[src/rtl/mips_pkg.sv]
// ============================================================================
// Module      : mips_pkg
// Description : Shared MIPS pipeline types and constants (fetch FSM, NOP, reset vector).
// Revision    : 1.0 - initial release
// ============================================================================
`default_nettype none

package mips_pkg;

    typedef enum logic [1:0] {
        FETCH = 2'd0,
        HOLD  = 2'd1,
        DRAIN = 2'd2
    } fetch_state_t;

    localparam logic [31:0] MIPS_NOP          = 32'h0000_0000;
    localparam logic [31:0] MIPS_RESET_VECTOR = 32'h0000_0000;

endpackage

`default_nettype wire

[src/rtl/fetch_unit.sv]
// ============================================================================
// Module      : fetch_unit
// Description : MIPS instruction fetch: PC, imem req/ack, IF/ID register with skid.
// Revision    : 1.0 - initial release
// ============================================================================
`default_nettype none

module fetch_unit
    import mips_pkg::*;
#(
    parameter logic [31:0] RESET_PC = MIPS_RESET_VECTOR
) (
    input  logic        clk,
    input  logic        reset,
    output logic        imem_req,
    output logic [31:0] imem_addr,
    input  logic        imem_ack,
    input  logic [31:0] imem_rdata,
    input  logic        stall,
    input  logic        redirect,
    input  logic [31:0] redirect_pc,
    output logic        id_valid,
    output logic [31:0] id_instr,
    output logic [31:0] id_pc_plus4,
    output logic [15:0] id_imm16
);

    fetch_state_t r_state, w_state;
    logic         r_live,     w_live;
    logic [31:0]  r_pc,       w_pc;
    logic [31:0]  r_target,   w_target;
    logic [31:0]  r_skid,     w_skid;
    logic [31:0]  r_skid_pc4, w_skid_pc4;
    logic         r_valid,    w_valid;
    logic [31:0]  r_instr,    w_instr;
    logic [31:0]  r_pc4,      w_pc4;

    logic [31:0]  w_pc_inc;
    logic [31:0]  w_redir_tgt;
    logic [1:0]   w_unused_redir_lsb;

    assign w_pc_inc           = r_pc + 32'd4;
    assign w_redir_tgt        = {redirect_pc[31:2], 2'b00};
    assign w_unused_redir_lsb = redirect_pc[1:0];

    // r_live keeps req low until the first edge after reset release
    assign imem_req    = r_live && (r_state != HOLD);
    assign imem_addr   = r_pc;
    assign id_valid    = r_valid;
    assign id_instr    = r_instr;
    assign id_pc_plus4 = r_pc4;
    assign id_imm16    = r_instr[15:0];

    always_ff @(posedge clk or posedge reset) begin
        if (reset) begin
            r_state    <= FETCH;
            r_live     <= 1'b0;
            r_pc       <= RESET_PC;
            r_target   <= RESET_PC;
            r_skid     <= MIPS_NOP;
            r_skid_pc4 <= 32'd0;
            r_valid    <= 1'b0;
            r_instr    <= MIPS_NOP;
            r_pc4      <= 32'd0;
        end else begin
            r_state    <= w_state;
            r_live     <= w_live;
            r_pc       <= w_pc;
            r_target   <= w_target;
            r_skid     <= w_skid;
            r_skid_pc4 <= w_skid_pc4;
            r_valid    <= w_valid;
            r_instr    <= w_instr;
            r_pc4      <= w_pc4;
        end
    end

    always_comb begin
        w_state    = r_state;
        w_live     = r_live;
        w_pc       = r_pc;
        w_target   = r_target;
        w_skid     = r_skid;
        w_skid_pc4 = r_skid_pc4;
        w_valid    = r_valid;
        w_instr    = r_instr;
        w_pc4      = r_pc4;

        case (r_state)
            FETCH: begin
                if (!r_live) begin
                    w_live = 1'b1;
                    if (redirect) begin
                        w_pc = w_redir_tgt;
                    end
                end else if (redirect) begin
                    w_valid = 1'b0;
                    w_instr = MIPS_NOP;
                    if (imem_ack) begin
                        w_pc = w_redir_tgt;
                    end else begin
                        w_target = w_redir_tgt;
                        w_state  = DRAIN;
                    end
                end else if (imem_ack) begin
                    if (!stall || !r_valid) begin
                        w_instr = imem_rdata;
                        w_pc4   = w_pc_inc;
                        w_valid = 1'b1;
                        w_pc    = w_pc_inc;
                    end else begin
                        // decode is full: park the word, drop req until it drains
                        w_skid     = imem_rdata;
                        w_skid_pc4 = w_pc_inc;
                        w_pc       = w_pc_inc;
                        w_state    = HOLD;
                    end
                end else if (!stall) begin
                    w_valid = 1'b0;
                    w_instr = MIPS_NOP;
                end
            end
            HOLD: begin
                if (redirect) begin
                    w_valid = 1'b0;
                    w_instr = MIPS_NOP;
                    w_pc    = w_redir_tgt;
                    w_state = FETCH;
                end else if (!stall) begin
                    w_instr = r_skid;
                    w_pc4   = r_skid_pc4;
                    w_valid = 1'b1;
                    w_state = FETCH;
                end
            end
            DRAIN: begin
                if (redirect) begin
                    w_target = w_redir_tgt;
                end
                if (imem_ack) begin
                    w_pc    = redirect ? w_redir_tgt : r_target;
                    w_state = FETCH;
                end
            end
            default: begin
                w_state = FETCH;
            end
        endcase
    end

endmodule

`default_nettype wire

[config.mk]
export PLATFORM = sky130hd
export DESIGN_NAME = fetch_unit
export DESIGN_NICKNAME = d
export VERILOG_FILES = /design/src/rtl/mips_pkg.sv /design/src/rtl/fetch_unit.sv
export SDC_FILE = /design/constraint.sdc
export NUM_CORES = 1
export LEC_CHECK = 0
export ABC_AREA = 1
export CAP_MARGIN = 20
export CORE_UTILIZATION = 30
export DETAILED_ROUTE_END_ITERATION = 6
export SYNTH_ARGS = -nofsm -noshare
export SYNTH_HDL_FRONTEND = slang
export SYNTH_SLANG_ARGS = --single-unit
[constraint.sdc]
create_clock -name clk -period 10.6 [get_ports clk]
set_input_delay 1.59 -clock clk [delete_from_list [all_inputs] [get_ports clk]]
set_output_delay 1.59 -clock clk [all_outputs]
set_load 0.01 [all_outputs]
After elaboration in Yosys (flattened, before gate mapping)
Index checks and enable logic that the tools add are counted.
{"block": "word_totals", "regBits": 196}
{"block": "op_classes", "eq_ne": 19, "mux": 44, "n_addsub": 1, "n_bitwise": 2, "n_reduce_logical": 14}
{"operator": "$mux 32", "n": 23}
{"operator": "$pmux 32 s2", "n": 3}
{"operator": "$pmux 32 s3", "n": 1}
{"operator": "$add 32x3->32 const B", "n": 1}
{"operator": "$ne 2x2->1 const B", "n": 9}
{"operator": "$mux 2", "n": 8}
{"operator": "$ne 3x3->1 const B", "n": 5}
{"operator": "$reduce_and 5->1", "n": 2}
{"operator": "$ne 4x4->1 const B", "n": 2}
{"operator": "$mux 1", "n": 7}
{"operator": "$reduce_and 7->1", "n": 1}
{"operator": "$pmux 2 s3", "n": 1}
{"operator": "$reduce_and 6->1", "n": 1}
{"operator": "$reduce_and 4->1", "n": 1}
{"operator": "$reduce_bool 2->1", "n": 2}
{"operator": "$reduce_and 3->1", "n": 1}
{"operator": "$reduce_bool 3->1", "n": 1}
{"operator": "$eq 2x1->1 const B", "n": 1}
{"operator": "$eq 2x2->1 const B", "n": 1}
{"operator": "$logic_not 1->1", "n": 2}
{"operator": "$logic_not 2->1", "n": 1}
{"operator": "$ne 2x1->1 const B", "n": 1}
{"operator": "$not 1->1", "n": 2}
{"operator": "$pmux 1 s2", "n": 1}
{"operator": "other kinds (2)", "n": 2}

Depth between registers and ports, before layout
Gate-level depths: netlist of the first run.
{"block": "depth", "word_depth": 7, "ltp_mapped": 13}

Worst setup path after synthesis of the first run
No wires, ideal clock.
{"block": "synth_timing", "path_type": "in2reg", "startpoint": "input redirect", "endpoint": "register r_instr[10] (netlist: id_instr[10])", "path_stages": 9, "path_buffers": 3, "t_arrival_ns": 2.579, "setup_slack_ns": 7.897, "t_required_ns": 10.476, "cell_sequence": "buf_2 -> nor2_2 -> nand2_1 -> nand3_1 -> a21oi_2 -> buf_6 -> buf_6 -> nor2_1 -> a21oi_2"}
{"block": "synth_between", "elab_chain_cells": 3}
{"item": "start: declaration", "line_no": "fetch_unit.sv:20", "source": "input logic redirect,"}
{"item": "$mux 32", "line_no": "fetch_unit.sv:96", "source": "end else if (redirect) begin"}
{"item": "$mux 32", "line_no": "fetch_unit.sv:91", "source": "if (!r_live) begin"}
{"item": "$pmux 32 s2", "line_no": "fetch_unit.sv:89", "source": "case (r_state)"}
{"item": "end signal: assignment", "line_no": "fetch_unit.sv:73", "source": "r_instr <= w_instr;"}
{"item": "end: declaration", "line_no": "fetch_unit.sv:35", "source": "logic [31:0] r_instr, w_instr;"}
Parallel ways exist; a longest one is shown, timed or not. The select of a mux whose other input is x is not followed.
A chain may end at the register's enable or synchronous reset.

Worst setup path after layout of the first run
{"block": "layout_timing", "startpoint": "input redirect", "endpoint": "register r_instr[27] (netlist: id_instr[27])"}
Same word-level chain as after synthesis.

==> key figures, run 1 <==
Status
  – Status: finished, violations left
  – Failing checks: DRC

Global route
  – First-pass GRT wire length: 51.4 mm
  – GRT Overall Usage: 0.184
  – Largest net degree at the start of global routing: 123
  – Initial antenna violation count: 0
  – Vias in the first global route: 9,050
  – Grt ovf: 0

Critical path
  – Critical Path AT: 4.30 ns
  – Critical path type: input port to register
  – Worst Path Required: 10.96 ns
  – Critical Path Sink Type: register
  – Top fanout value on the critical path: 66
  – Startpoint type of the worst setup path: input port

CTS
  – Post-CTS sizing: 0
  – Hold Buf Count CTS: 0
  – CTS sink cnt: 196
  – Later-pin clock latency in the skew report: 0.44 ns
  – CTS HTree Levels: 4
  – Setup bufs post-CTS: 0
  – Clock Tree Buf Depth: 2
  – Num CTS Buffers: 17
  – Clk root buf: clkbuf_16
  – CTS tree: built
  – Clk slew on worst S/H paths: 0.07 ns

Floorplan
  – Cell Rows: 68
  – Starting Density: 0.304
  – Placeable Area: 34,500 um^2
  – Num ports: 183
  – Vert. Die Dim: 189 um
  – Die area: 35,700 um^2
  – Die X-Extent: 189 um

Pwr
  – Total Power: 4.09 mW
  – P_sw: 1.79 mW
  – Worst vdd ir: 0.172 mV
  – PD cells: 311 nW/um^2
  – Int Power: 2.30 mW
  – Sw Ratio: 0.438
  – Leakage: 6.01 nW
  – Clock power frac: 0.163
  – Seq pwr share: 0.343
  – Logic gate share of total power: 0.494

Placement
  – DP HPWL: 21.9 mm
  – Placer Congestion: 0.937
  – # port buffers: 180
  – Placed cells: 1,957

STA
  – Final Hold Vio Count: 0
  – Slew Viols, Final: 0
  – Fmax: 0.254 GHz
  – RSZ-0062 raised after global routing: false
  – Period utilization: 0.371
  – TNS Setup: 0 ns
  – Min Tclk post-route: 3.93 ns
  – Worst Skew: 0.0121 ns
  – Relative slew slack: 0.274
  – # setup viols final: 0
  – Least-Margin Pin Slew: 1.09 ns
  – Hold_ws: 0.475 ns

Layout
  – Final non-filler cell total: 1,990
  – Number of diodes: 0
  – Share of cells above drive strength 1: 0.0541
  – Layout filler cell count: 3,559
  – Final nets: 1,596
  – Post-layout util: 0.382
  – P&R area growth vs syn: 25.4%

Logic synthesis
  – Fraction of synthesized area in multiplexers: 0
  – Largest family of logic cells by synthesized area: simple AND/OR/NAND/NOR gates
  – Library cells used by synthesis: 40
  – Synth Register Bits: 196
  – Number of enable flip-flop cells after synthesis: 0
  – Post-synth top area share: 0.468
  – Cell taking the most area after synthesis: dfrtp_1
  – Synth Flop Type: dfrtp_1
  – Compound-Gate Fraction of Synth Area: 0.167
  – Syn avg cell area: 7.45 um^2
  – Post-Synth Simple-Gate Area: 0.275
  – Post-synthesis sequential area ratio: 0.468
  – XOR/XNOR Fraction of Synth Area: 0.0116
  – Largest cells by area after synthesis: dfrtp_1, nand2_1, a21oi_1
  – Synth Net Count: 1,481
  – Cells after Synth: 1,407
  – Post-synthesis adder-cell area fraction: 0.00597
  – Async SR Flop Fraction: 1.00
  – Mapped Area: 10,500 um^2
  – Synth warn: 0

Detailed routing
  – Final WL: 32.7 mm
  – DRT Pass-1 Iters: 7
  – Routed wire per std cell: 16.4 um
  – Iteration-0 DRC Markers: 696
  – Vias/cell: 4.91
  – DRT antenna net count: 0
  – Vias after detailed routing: 9,767
  – Remaining DRCs: 2

Min path
  – Worst hold path type: register to register

Job
  – Max_cap viols: 0
## cell usage after synthesis (2+ instances only)
library cell / instances
clkbuf_1: 45
buf_1: 6
nor2_4: 6
nand2_1: 519
a21oi_2: 11
o21ai_0: 79
ha_1: 5
xor2_1: 9
o2111ai_1: 2
buf_2: 23
nand3_1: 43
nor2_1: 125
a21boi_0: 20
and2_1: 2
buf_4: 23
o22ai_1: 3
nand3b_1: 5
o21ai_1: 3
inv_2: 3
o211ai_1: 3
o21a_1: 2
buf_6: 2
a22oi_1: 33
a21oi_1: 130
xnor2_1: 3
nor3_1: 11
inv_1: 65
a211oi_1: 10
dfrtp_1: 196
nand2_2: 2
a31oi_1: 5
nor2_2: 5
## critical path, stage by stage
cell     delay [ns]
buf_2          0.80
inv_1          0.41
nand2_1        0.29
nor2_1         0.07
nand2_1        0.06
nand3_1        0.11
a21oi_4        0.12
buf_4          0.56
nor2_1         0.09
a21oi_1        0.15
## flip-flops by register name, indices dropped and copies added, names as in the netlist
name / count
id_instr: 32
id_pc_plus4: 32
imem_addr: 32
r_skid: 32
r_skid_pc4: 32
r_target: 32
r_state: 2
id_valid: 1
r_live: 1
## through the flow
step,area (um^2),setup WS [ns]
finish,13100,6.67
global route,13100,6.41
CTS,13100,6.70
detailed placement,12500,6.26
global placement,12500,6.13
floorplan,10500,3.67
## area by class of cell
| class | instances | area [um^2] | area share |
|---|---|---|---|
| repair buffers | 195 | 1960 | 0.149 |
| well taps | 455 | 569 | 0.0433 |
| flip-flops and latches | 196 | 4900 | 0.373 |
| clock buffers | 18 | 439 | 0.0334 |
| inverters | 69 | 267 | 0.0203 |
| multi-input cells | 1043 | 4850 | 0.369 |
| clock inverters | 14 | 150 | 0.0114 |
## power by group through the flow
stage / Clock (mW) / Combinational (mW) / Sequential, mW
2_1_floorplan: 0 / 1.16 / 1.42
4_1_cts: 0.684 / 2.01 / 1.41
3_5_place_dp: 0 / 2.01 / 1.42
3_3_place_gp: 0 / 1.97 / 1.40
6_report: 0.666 / 2.02 / 1.41
5_1_grt: 0.710 / 2.25 / 1.46
## kinds of logic (layout without fill, tap and decap cells)
family,count (synthesis),after routing
AOI/OAI and AO/OA,303,303
xor gates and xnor gates,13,13
adders and majority gates,5,5
DFF,196,196
buffers and inverters,168,296
and+or+nand+nor,722,722
## final timing paths
| check | from | to | slack, ns | depth (start not counted) |
|---|---|---|---|---|
| max | redirect | id_instr[27] | 6.67 | 10 |
| min | r_skid[11] | r_skid[11] | 0.47 | 2 |
| max reg2reg | r_state[0] | imem_addr[20] | 6.82 | 10 |
| min reg2reg | r_skid[11] | r_skid[11] | 0.47 | 2 |
| max in group asynchronous | reset | imem_addr[21] | 7.35 | 3 |
| min in group asynchronous | reset | id_instr[9] | 1.71 | 2 |
## metal layers
| metal | up-vias | part of all wire | GRT usage |
|---|---|---|---|
| li1 | 4772 | - | - |
| met1 | 4632 | 0.48 | 0.269 |
| met2 | 335 | 0.45 | 0.283 |
| met3 | 28 | 0.057 | 0.0254 |
| met4 | 0 | 0.015 | 0.0506 |
| met5 | - | 0 | 0 |
## cell usage in the layout, fill, tap and decap left out, drive strengths merged, types with 2 or more instances in the layout
cell and instances:
nand3 44, buf 16, and2 2, a21boi 20
nor2 136, o21a 2, o21ai 82, nand3b 5
inv 73, a22oi 33, ha 5, a21oi 141
o22ai 3, xnor2 3, nand2 522, clkinv 6
a31oi 5, nor3 11, xor2 10, clkinvlp 2
dfrtp 196, bufinv 2, a211oi 10, o2111ai 2
clkdlybuf4s50 179, clkbuf 18, o211ai 3
Note: power is estimated with default switching activity, not from simulation.
==> run 2: changes to the inputs <==
clock period = 3.2 ns   (was 10.6 ns; I/O delays follow)
==> run 2 against run 1 <==
  * The flow still finishes with violations (DRC)
  * Setup slack got worse by 6.2 ns
  * First-iteration DRC count rose by 11%
  * Sequential cell count did not move
  * Worst hold slack got worse by 0.055 ns
  * Sequential power rose to 3.3 times the previous value
  * Die area did not move
  * Via count fell by 0.13%
  * Critical path depth fell by 7
  * Final area rose by 0.62%
  * Non-clock buffer count rose by 11
  * Clock power rose to 3.3 times the previous value
  * Cell count rose by 0.55%
==> key figures, run 2 (synthesis gave the netlist of run 1 again) <==
Pwr
  – PD cells: 1030 nW/um^2 (+230%)
  – Worst vdd ir: 0.437 mV (+150%)
  – Leakage: 6.05 nW (+0.67%)

Critical path
  – Critical path type: register to output pin
  – Critical Path AT: 2.23 ns (-2.07 ns)
  – Critical Path Sink Type: output pin
  – Startpoint type of the worst setup path: register
  – R2R cell count: 10 (unchanged)
  – Worst Path Required: 2.72 ns (-8.24 ns)
  – Top fanout value on the critical path: 13 (-80%)

Detailed routing
  – DRT Pass-1 Iters: 7 (unchanged)
  – Vias after detailed routing: 9,754 (-0.13%)
  – Remaining DRCs: 1 (-1)
  – DRT antenna net count: 0 (unchanged)
  – Iteration-0 DRC Markers: 771 (+11%)
  – Vias/cell: 4.87 (-0.68%)
  – Routed wire per std cell: 16.2 um (-1.4%)
  – Final WL: 32.4 mm (-0.81%)

CTS
  – Num CTS Buffers: 17 (unchanged)
  – Later-pin clock latency in the skew report: 0.45 ns (about the same)
  – Setup bufs post-CTS: 0 (unchanged)
  – Post-CTS sizing: 0 (unchanged)
  – CTS HTree Levels: 4 (unchanged)
  – Clk root buf: clkbuf_16
  – CTS sink cnt: 196 (unchanged)
  – Clock Tree Buf Depth: 2 (unchanged)
  – Clk slew on worst S/H paths: 0.08 ns (about the same)
  – Hold Buf Count CTS: 0 (unchanged)
  – CTS tree: built

Floorplan
  – Die area: 35,700 um^2 (unchanged)
  – Cell Rows: 68 (unchanged)
  – Vert. Die Dim: 189 um (unchanged)
  – Die X-Extent: 189 um (unchanged)
  – Starting Density: 0.304 (unchanged)
  – Placeable Area: 34,500 um^2 (unchanged)
  – Num ports: 183 (unchanged)

STA
  – RSZ-0062 raised after global routing: false
  – Final Hold Vio Count: 0 (unchanged)
  – Hold_ws: 0.420 ns (-0.0548 ns)
  – Period utilization: 0.847
  – Min Tclk post-route: 2.71 ns
  – TNS Setup: 0 ns (unchanged)
  – Slew Viols, Final: 0 (unchanged)
  – # setup viols final: 0 (unchanged)
  – Least-Margin Pin Slew: 0.869 ns (-0.220 ns)
  – Fmax: 0.369 GHz
  – Relative slew slack: 0.420 (+0.147)
  – Worst Skew: 0.0140 ns (+0.00182 ns)

Layout
  – Layout filler cell count: 3,587 (+0.79%)
  – Share of cells above drive strength 1: 0.0602 (+0.00608)
  – Final nets: 1,607 (+0.69%)
  – P&R area growth vs syn: 26.2%
  – Commonest non-fill, non-tap cell in the layout: nand2_1
  – Number of diodes: 0 (unchanged)
  – Most frequent cells in the layout: nand2_1, dfrtp_1, clkdlybuf4s50_1, a21oi_1, nor2_1
  – Post-layout util: 0.384 (+0.00236)

Job
  – Max_cap viols: 0 (unchanged)

Global route
  – GRT Overall Usage: 0.184 (about the same)
  – Grt ovf: 0 (unchanged)
  – Largest net degree at the start of global routing: 81 (-34%)
  – First-pass GRT wire length: 51.6 mm (+0.40%)
  – Vias in the first global route: 9,224 (+1.9%)
  – Initial antenna violation count: 0 (unchanged)

Placement
  – Placer Congestion: 0.883 (-5.8%)
  – # port buffers: 180 (unchanged)
  – DP HPWL: 22.3 mm (+2.0%)

Min path
  – Hold Path Stages: 3 (+1)
  – Worst hold path type: input port to register

Status
  – Failing checks: DRC
  – Status: finished, violations left
==> run 2: worst paths after layout <==
path	from	end	slack, ns
max	r_live	imem_req	0.49
min	redirect	r_state[1]	0.42
max reg2reg	r_state[0]	id_pc_plus4[18]	0.75
min reg2reg	r_skid[19]	r_skid[19]	0.48
max in group asynchronous	reset	r_target[27]	1.96
min in group asynchronous	reset	r_skid[11]	0.43
==> run 2: critical path: stages, from the launching register on <==
cell and delay (ns):
dfrtp_1 0.69, inv_1 0.19, nor2_1 0.30, clkdlybuf4s50_1 0.61
==> run 2: where the power goes <==
group	switching, mW	internal (mW)	leakage, nW	total [mW]
Sequential	1.00	3.68	2.42	4.68
Clock	1.05	1.18	0.284	2.22
Combinational	3.90	2.79	3.35	6.69
Total	5.95	7.64	6.05	13.6
==> run 2: final cells by class <==
cell class                 count  area, um^2  area share
sequential                   196        4900       0.371
multi-input combinational   1043        4850       0.367
timing repair buffer         206        2040       0.154
tap                          455         569      0.0430
clock buffer                  17         425      0.0322
inverter                      69         263      0.0199
clock inverter                15         171      0.0130
==> run 2: per-layer routing <==
metal  wire length, um  share of wire  track usage  vias to the layer above
li1                  -              -            -                     4799
met1             15600           0.48        0.267                     4631
met2             14700           0.45        0.284                      303
met3              1690          0.052       0.0259                       21
met4               488          0.015       0.0518                        0
met5                 0              0            0                        -
==> run 2: through the flow <==
step	setup slack (ns)	power (mW)	area, um^2	std cells
finish	0.491	13.6	13200	2001
global route	0.438	14.7	13200	2001
CTS	0.483	13.6	13200	2000
floorplan	0.188	8.55	10500	1407
global placement	0.640	11.3	12600	1968
detailed placement	0.624	11.4	12600	1968
==> RTL change: new RTL, flow settings as in run 2 <==
Make the reset (`reset`) synchronous in one clocked block.
--- a/src/rtl/fetch_unit.sv
+++ b/src/rtl/fetch_unit.sv
@@ -51,7 +51,7 @@
     assign id_pc_plus4 = r_pc4;
     assign id_imm16    = r_instr[15:0];
 
-    always_ff @(posedge clk or posedge reset) begin
+    always_ff @(posedge clk) begin
         if (reset) begin
             r_state    <= FETCH;
             r_live     <= 1'b0;
Formal check against the unedited RTL: not equivalent (a bounded check fails within 4 cycles, from zero or initial values and one cycle with reset high; the reset may be asserted at any time).
==> RTL change against run 2 <==
  * Wire length up 4.1%
  * Critical path depth up 4
  * Core utilization fell by 0.18 points
  * Cell count increased by 6.4%
  * Clock skew shrank 0.0033 ns
  * Area after synthesis shrank 2.3%
  * Power is 14% lower
  * Largest power group unchanged
  * Sequential cell count is the same
  * Design area decreased by 3.1%
  * Setup slack better by 0.030 ns
==> RTL change: results (changes against run 2) <==
stage,metric,value,unit,change
pwr,Leak,0.00504,uW,-17%
critical_path,slowest library cell on the worst path,nor2_2,,
critical_path,CP max stage delay,0.76,ns,+0.07 ns
pwr,Max IR drop VDD,0.483,mV,+11%
detailed_routing,drt pass-1 iters,5,,-2
run_status,outcome,"complete, no violations",,
global_routing,gr usage total,19.2,%,+0.76 points
logic_synthesis,adder and majority gate portion of the synthesized area,0.611,%,+0.014 points
logic_synthesis,syn nets,1636,,+10%
sta,worst slew pin tran,0.797,ns,-0.0722 ns
logic_synthesis,"top cells by count, synth","413 x nand2_1, 196 x dfxtp_1, 195 x a21oi_1, 193 x o21ai_0, 136 x inv_1",,
logic_synthesis,synth top area cells,"dfxtp_1 38%, nand2_1 15%, a21oi_1 9.5%",,
global_routing,largest net degree at the start of global routing,90,,+11%
logic_synthesis,Yosys cell types,43,,+7.5%
detailed_routing,Via density,4.94,,+1.3%
logic_synthesis,XOR/XNOR share of the synthesized area,1.53,%,+0.37 points
logic_synthesis,Synth Area in Compound Gates,23.3,%,+6.5 points
placed_design,placed instance area,12200,um^2,-2.9%
layout,layout cells sized above 1,5.00,%,-1.0 points
layout,final net count,1742,,+8.4%
detailed_routing,1st-iter DRT viols,779,,+1.0%
layout,Fill cells,3569,,-0.50%
placed_design,gp weighted congestion,0.918,,+4.0%
critical_path,crit path DAT,3.00,ns,+0.77 ns
critical_path,CP Max Fanout,14,,+1
sta,Final Skew,0.0106,ns,-0.00330 ns
logic_synthesis,asr flop ratio synth,0,%,-100 points
placed_design,Post-DP HPWL,22.8,mm,+1.9%
logic_synthesis,"Seq/Total Area, Yosys",38.3,%,-8.5 points
-- RTL change: path summary, 6_finish.rpt --
kind	startpoint	end	slack (ns)	depth (start not counted)
worst min register to register	r_skid[25]	r_skid[25]	0.45	2
worst max-delay path	r_state[0]	imem_addr[24]	0.52	7
worst max register to register	r_state[0]	imem_addr[24]	0.52	7
worst min-delay path	r_skid[25]	r_skid[25]	0.45	2
-- RTL change: cell type report --
class | instances | area share [%]
multi-input cells | 1102 | 40.3
flip-flops and latches | 196 | 30.6
clock inverters | 15 | 1.08
inverters | 142 | 4.22
well taps | 448 | 4.37
repair buffers | 209 | 16.1
clock buffers | 17 | 3.32
-- RTL change: routing by layer --
metal,up-vias,routed length (um),global-route usage (%),share of wire [%]
li1,5274,-,-,-
met1,4891,15600,25.5,46
met2,312,15900,32.2,47
met3,34,1700,2.73,5.0
met4,0,630,5.42,1.9
met5,-,0,0,0
-- RTL change: stage by stage --
step | setup slack (ns) | hold slack, ns | std cells
after CTS | 0.594 | 0.449 | 2129
after global placement | 0.500 | 0.431 | 2097
after detailed placement | 0.449 | 0.439 | 2097
after global routing | 0.407 | 0.470 | 2129
after floorplan | 1.35 | 0.425 | 1562
final | 0.521 | 0.446 | 2129
-- RTL change: report_power, final --
part | internal (uW) | switching, uW
sequential | 3080 | 624
combinational | 2300 | 3600
clock | 1040 | 1110
total | 6420 | 5330
-- RTL change: worst min-delay path: cells and delay by family (launching register included) --
kind                   cells  cell delay [ns]
AOI/OAI and AO/OA          1             0.05
buffers and inverters      1             0.05
DFF                        1             0.30
